<file path="src/rtl/io_cmd_initiator.sv">
// Initiator side of the IO command interface: accepts one command, strobes it to the
// IO block, waits for rdy or a timeout, then returns the response over valid/ready.
module io_cmd_initiator #(
    parameter int unsigned TIMEOUT_CYCLES = 1024,
    parameter int unsigned CNT_W          = 11
) (
    input  logic        clk,
    input  logic        rst,
    input  logic        req_valid,
    output logic        req_ready,
    input  logic [23:0] req_cmd,
    output logic        resp_valid,
    input  logic        resp_ready,
    output logic [23:0] resp_data,
    output logic        resp_err,
    output logic        busy,
    output logic        io_start,
    output logic [23:0] io_in,
    input  logic        io_rdy,
    input  logic [23:0] io_out
);

    typedef enum logic [1:0] {IDLE, ISSUE, WAIT, RESP} state_t;

    localparam logic [CNT_W-1:0] TERM = CNT_W'(TIMEOUT_CYCLES - 1);

    state_t           state;
    logic [CNT_W-1:0] cnt;

    always_ff @(posedge clk or negedge rst) begin
        if (!rst) begin
            state      <= IDLE;
            cnt        <= '0;
            req_ready  <= 1'b0;
            resp_valid <= 1'b0;
            resp_data  <= '0;
            resp_err   <= 1'b0;
            busy       <= 1'b0;
            io_start   <= 1'b0;
            io_in      <= '0;
        end else begin
            io_start <= 1'b0;
            case (state)
                IDLE: begin
                    req_ready <= 1'b1;
                    if (req_valid && req_ready) begin
                        state     <= ISSUE;
                        req_ready <= 1'b0;
                        busy      <= 1'b1;
                        io_start  <= 1'b1;
                        io_in     <= req_cmd;
                        cnt       <= '0;
                    end
                end
                // cnt counts cycles since ISSUE, so the ISSUE cycle itself is included
                // and the terminal value lands TIMEOUT_CYCLES cycles after ISSUE.
                ISSUE: begin
                    state <= WAIT;
                    cnt   <= cnt + CNT_W'(1);
                end
                WAIT: begin
                    if (io_rdy) begin
                        resp_data  <= io_out;
                        resp_err   <= 1'b0;
                        resp_valid <= 1'b1;
                        state      <= RESP;
                    end else if (cnt == TERM) begin
                        resp_data  <= '0;
                        resp_err   <= 1'b1;
                        resp_valid <= 1'b1;
                        state      <= RESP;
                    end else if (cnt != '1) begin
                        cnt <= cnt + CNT_W'(1);
                    end
                end
                RESP: begin
                    if (resp_ready) begin
                        resp_valid <= 1'b0;
                        busy       <= 1'b0;
                        io_in      <= '0;
                        req_ready  <= 1'b1;
                        state      <= IDLE;
                    end
                end
                default: state <= IDLE;
            endcase
        end
    end

endmodule

</file>
<file path="config.mk">
export PLATFORM = sky130hd
export DESIGN_NAME = io_cmd_initiator
export DESIGN_NICKNAME = d
export VERILOG_FILES = /design/src/rtl/io_cmd_initiator.sv
export SDC_FILE = /design/constraint.sdc
export NUM_CORES = 1
export LEC_CHECK = 0
export CORE_MARGIN = 8
export CORE_UTILIZATION = 40
export CTS_CLUSTER_DIAMETER = 50
export DETAILED_ROUTE_END_ITERATION = 10
export PLACE_DENSITY = 0.74
export SYNTH_ARGS = -nofsm -noshare
export SYNTH_HDL_FRONTEND = slang
export SYNTH_SLANG_ARGS = --single-unit
</file>
<file path="constraint.sdc">
create_clock -name clk -period 3.2 [get_ports clk]
set_input_delay 0.96 -clock clk [delete_from_list [all_inputs] [get_ports clk]]
set_output_delay 0.96 -clock clk [all_outputs]
set_load 0.05 [all_outputs]
</file>
==> reports/results.ini, run 1 <==
[layout]
drive_gt1_share_pct = 9.202
synthToLayoutAreaGrowth_pct = 48.82
fillers = 568
antenna_cells = 0
layout.nets = 378

[yosys]
synth_most_common_cell = dfrtp_1
synth_ff_type = dfrtp_1
synth_cell_types = 36
synthTopCellsByArea = dfrtp_1 (61%), a22o_1 (15%), o31ai_1 (3.9%), ha_1 (1.8%), o21ai_0 (1.7%)
synth_area_per_cell_sq_um = 12.74
synth_area_sq_mm = 0.002714
synth_edf_count = 0
yosys_warnings = 0
seq_area_frac_synth_pct = 60.86
ys_top_cells_by_count = dfrtp_1 (66), a22o_1 (48), o31ai_1 (14), o21ai_0 (9), nand3_1 (8)
syn_inst = 213
ys_seq_elements = 66
synth_top_area_share_pct = 60.86
synthArstFlopShare_pct = 100.0
synth_nets = 270
synth_top_area_cell = dfrtp_1

[floorplanning]
num_rows = 30
dieArea_sq_mm = 0.009677
io_pins = 106
die_w_um = 98.37
die_h_um = 98.37
core_area_sq_mm = 0.006681
start_util_pct = 40.62

[worst_setup_path]
regToRegEndpoint = cnt[7]
timing_worst_setup_path_type = flip-flop to primary output
crit_path_end_kind = primary output
rr_startpoint = state[0]
cp-start-kind = flip-flop
crit_family = buffers and inverters
crit_fanout = 5
r2r.worst_path.cells = 6
r2r_slack_ns = 1.16
crit_slowest_cell = clkdlybuf4s50_1
cpPeakStageDelay_ns = 0.85
crit_chain = clkdlybuf4s50_1
required_ns = 2.24
arrival_ns = 1.59
critPathBufInv = 1

[clock_network]
cts_buffer_depth = 2
cts_setup_buffers = 0
hold_buffers = 0
root_buffer = clkbuf_8
cts-buffers-inserted = 9
cts_resized = 0
clk_latency_ns = 0.33
clkSinkCount = 66
htreeDepth = 3
clk_pin_slew_ns = 0.08
cts_tree = done

[worst_hold_path]
min_from = resp_data[13]
hold_depth = 1
whs_endpoint = resp_data[13]
hold_path.class = flip-flop to flip-flop

[global_route]
grt_max_degree = 36
antenna_found_initial = 0
grt_pass1_wl_um = 11740
grt_pass1_vias = 2363
grt_util_all_layers_pct = 15.10
overflow = 0

[sta]
rsz0062_at_grt = false
max_slew.worst_pin.slew_ns = 1.044
fmax_mhz = 392.8
final_hold_viol_count = 0
skew_ns = 0.01244
relSlewSlack_pct = 30.41
drv_slew = 0
fin_crit_sh_pct = 79.55
fin_crit_ns = 2.546
tns_ns = 0
whs_ns = 0.5002
finalSetupViolCount = 0

[pwr]
clock_power_share_pct = 17.0
p_int_uw = 2261
power_density_mw_per_mm2 = 1031
seqPwrFrac_pct = 30.3
p_sw_uw = 1902
leakagePower_uw = 0.001824
swShare_pct = 45.69
combPwrFrac_pct = 52.7
ir_drop_mv = 0.7430

[route]
num_vias = 2147
wl_per_cell_um = 17.63
ant_nets = 0
remaining_drc_errors = 0
drt_iter0_drc = 71
routed_wl_um = 7158
firstDrtPassIters = 4
viasPerCell = 5.288

[run]
drv_cap = 0

[status]
status = finished, final reports clean

[placement]
hpwl_um = 5220
io_buffers = 105
gp_congestion = 0.7737

==> worst max path at each step <==
stage	start	endpoint	slack [ns]	cells past startpoint
floorplan	io_rdy	cnt[10]	1.01	5
global placement	req_valid	cnt[8]	0.66	6
detailed placement	req_valid	cnt[7]	0.59	5
CTS	req_ready	req_ready	0.63	1
global route	req_ready	req_ready	0.61	1
finish	req_ready	req_ready	0.65	1
==> state kept, by name, summed over array words and instances, names as in the netlist <==
name / cells
busy: 1
state: 2
resp_data: 24
io_start: 1
io_in: 24
resp_err: 1
req_ready: 1
cnt: 11
resp_valid: 1
==> routing by layer <==
layer  GRT usage [%]  vias up  part of all wire, %
met1           17.98     1039                   44
met2           23.29       61                   47
met5               0        -                    0
met4           6.966        0                  1.8
li1                -     1037                    -
met3           6.117       10                  7.7
==> power groups by stage <==
stage,Sequential [uW],Combinational [uW],Clock (uW)
final,1260,2190,709
after global routing,1290,2330,766
after CTS,1260,2220,731
after detailed placement,1260,2220,0
after global placement,1270,2180,0
after floorplan,2020,710,0
==> stage by stage <==
step                total power (uW)  area (sq um)  cells  utilization [%]  setup WS [ns]
detailed placement              3483          3837    390            57.43         0.5921
floorplan                       2734          2714    213                -          1.013
finish                          4163          4039    406            60.45         0.6543
global placement                3449          3837    390            57.43         0.6601
global route                    4385          4039    406            60.45         0.6053
CTS                             4210          4039    406            60.45         0.6335
==> kinds of logic (layout without fill, tap and decap cells) <==
| family | count (synthesis) | in the layout | synth area share, % |
|---|---|---|---|
| multiplexers | 1 | 1 | 0.3688 |
| buffers and inverters | 21 | 134 | 3.734 |
| AO/OA/AOI/OAI | 87 | 87 | 25.91 |
| flip-flops | 66 | 66 | 60.86 |
| adder cells (fa/ha/maj) | 4 | 4 | 1.844 |
| AND/OR/NAND/NOR | 34 | 34 | 7.285 |
==> layout make-up <==
class / count / area, sq um / area share (%)
Sequential cell: 66 / 1652 / 40.89
Timing Repair Buffer: 112 / 1099 / 27.20
Multi-Input combinational cell: 126 / 964.7 / 23.88
Clock buffer: 10 / 137.6 / 3.408
Tap cell: 80 / 100.1 / 2.478
Clock inverter: 6 / 63.81 / 1.580
Inverter: 6 / 22.52 / 0.5576
==> layout by cell type, fill, tap and decap left out, drive strengths merged, types with 4 or more instances in the layout <==
cell type	Yosys	layout
dfrtp	66	66
nand3	9	9
buf	9	8
a22o	48	48
clkbuf	6	10
ha	4	4
o21ai	10	10
nand2	6	6
a21oi	4	4
o31ai	14	14
nor2	5	5
inv	6	7
clkdlybuf4s50	0	104
Note: power is estimated with default switching activity, not from simulation.
==> run 2: changes to the inputs <==
CORE_UTILIZATION = 39   (was 40)
PLACE_DENSITY = 0.76   (was 0.74)
clock period = 2.09 ns   (was 3.2 ns; I/O delays follow)
==> run 2 against run 1 <==
Effect of this change: first-iteration DRC count up 24%; worst setup slack worse by 0.53 ns; final cell count up 0.25%; global-route usage down 0.30 points; critical endpoint is now cnt[8]; worst hold slack worse by 0.20 ns; routed wire length down 2.0%; via count up 2.0%; register-to-register slack worse by 1.0 ns.
==> reports/results.ini, run 2 (same netlist as run 1, synthesis figures left out) <==
[status]
status = finished, final reports clean

[route]
drt_iter0_drc = 88  ; +24%
remaining_drc_errors = 0  ; unchanged
ant_nets = 0  ; unchanged
viasPerCell = 5.381  ; +1.8%
firstDrtPassIters = 4  ; unchanged
wl_per_cell_um = 17.23  ; -2.3%
num_vias = 2190  ; +2.0%
routed_wl_um = 7014  ; -2.0%

[worst_setup_path]
required_ns = 2.29  ; +0.05 ns
cpPeakStageDelay_ns = 0.48  ; -0.37 ns
arrival_ns = 2.16  ; +0.57 ns
cp-start-kind = primary input
crit_path_end_kind = flip-flop
crit_fanout = 12  ; +7
crit_slowest_cell = clkdlybuf4s50_1
crit_chain = clkdlybuf4s50_1, a21boi_1, or3_1, buf_4, o31ai_1, o41ai_1
timing_worst_setup_path_type = primary input to flip-flop

[global_route]
antenna_found_initial = 0  ; unchanged
grt_pass1_wl_um = 11700  ; -0.29%
overflow = 0  ; unchanged
grt_util_all_layers_pct = 14.80  ; -0.30 points
grt_max_degree = 29  ; -19%
grt_pass1_vias = 2319  ; -1.9%

[floorplanning]
dieArea_sq_mm = 0.009884  ; +2.1%
die_h_um = 99.42  ; +1.1%
die_w_um = 99.42  ; +1.1%
io_pins = 106  ; unchanged
start_util_pct = 40.17  ; -0.45 points
num_rows = 30  ; unchanged
core_area_sq_mm = 0.006756  ; +1.1%

[layout]
antenna_cells = 0  ; unchanged
synthToLayoutAreaGrowth_pct = 45.60
largestRegisters = io_in: 24 flops, resp_data: 24 flops, cnt: 11 flops
final_cell_mix = dfrtp_1 (66), buf_4 (58), clkdlybuf4s50_1 (51)
drive_gt1_share_pct = 25.99  ; +17 points
layout.nets = 380  ; +0.53%
fin_area_sq_mm = 0.003951  ; -2.2%
mostFrequentLayoutCell = dfrtp_1

[placement]
postPlaceCellArea_sq_mm = 0.003770  ; -1.8%
gp_congestion = 0.7754  ; +0.22%
hpwl_um = 5264  ; +0.84%
io_buffers = 105  ; unchanged

[worst_hold_path]
hold_path.class = primary input to asynchronous set/reset pin

[sta]
fin_crit_ns = 1.968
drv_slew = 0  ; unchanged
fmax_mhz = 508.2
fin_crit_sh_pct = 94.15
relSlewSlack_pct = 61.83  ; +31 points
final_hold_viol_count = 0  ; unchanged
tns_ns = 0  ; unchanged
skew_ns = 0.006215  ; -0.006227 ns
rsz0062_at_grt = false
max_slew.worst_pin.slew_ns = 0.5726  ; -0.4712 ns
finalSetupViolCount = 0  ; unchanged

[clock_network]
clk_latency_ns = 0.32  ; about the same
cts_tree = done
clkSinkCount = 66  ; unchanged
clk_pin_slew_ns = 0.06  ; -0.02 ns
hold_buffers = 0  ; unchanged
htreeDepth = 3  ; unchanged
cts_buffer_depth = 2  ; unchanged
cts-buffers-inserted = 9  ; unchanged
root_buffer = clkbuf_8

[pwr]
leakagePower_uw = 0.001915  ; +5.0%
ir_drop_mv = 0.9466  ; +27%
power_density_mw_per_mm2 = 1577  ; +53%

[run]
drv_cap = 0  ; unchanged

[run 2: cell types whose count changed in the layout (fill, tap and decap cells not counted), moves of 2 or more]
cell and delta:
clkbuf_1 +2, buf_4 +51, buf_12 +4, clkdlybuf4s50_1 -53
[run 2: stage by stage]
step / std cells / worst slack (ns) / total power (uW) / hold slack, ns / utilization, %
final: 407 / 0.1222 / 6230 / 0.2981 / 58.48
after global routing: 407 / 0.03312 / 6611 / 0.3191 / 58.48
after CTS: 407 / 0.08951 / 6274 / 0.2905 / 58.33
after detailed placement: 392 / -0.1810 / 5321 / 0.4721 / 55.80
after global placement: 392 / -0.1169 / 5270 / 0.4806 / 55.80
after floorplan: 213 / 0.1964 / 4185 / 0.3314 / -
[run 2: repair_timing]
action	4_1_cts	5_1_grt
setup buffers	0	0
resized for setup	0	3
endpoints found under the setup margin	0	2
[run 2: critical path, delay by kind of cell]
kind	cells	cell delay, ns
compound gates	3	0.49
simple gates	1	0.37
buf+inv	2	0.67
[run 2: power by group]
part	switching (uW)	internal, uW	leakage, uW
Sequential	262	1680	0.000860
Combinational	2180	1180	0.000969
Clock	438	488	0.0000855
Total	2880	3350	0.00191
[run 2: layout make-up]
class | count | area, sq um
clock inverter | 2 | 12.51
fill | 560 | 2805
multi-input combinational | 126 | 974.7
timing repair buffer | 114 | 1031
tap | 80 | 100.1
sequential | 66 | 1652
clock buffer | 13 | 158.9
inverter | 6 | 22.52
[run 2: layer usage]
metal,global-route usage (%),part of all wire [%],routed length [um]
met1,18.13,44,3067
met2,23.81,50,3472
met4,5.937,1.3,94
met3,4.399,5.4,379
met5,0,0,0
[run 2: worst paths after layout]
check                                to  cells past startpoint      start  slack (ns)
max                              cnt[8]                      6  req_valid        0.12
max in group asynchronous      state[0]                      2        rst        1.26
min in group clk                   busy                      1       busy        0.50
min reg2reg                        busy                      1       busy        0.50
max reg2reg                resp_data[4]                      6     cnt[0]        0.15
min                             cnt[10]                      1        rst        0.30
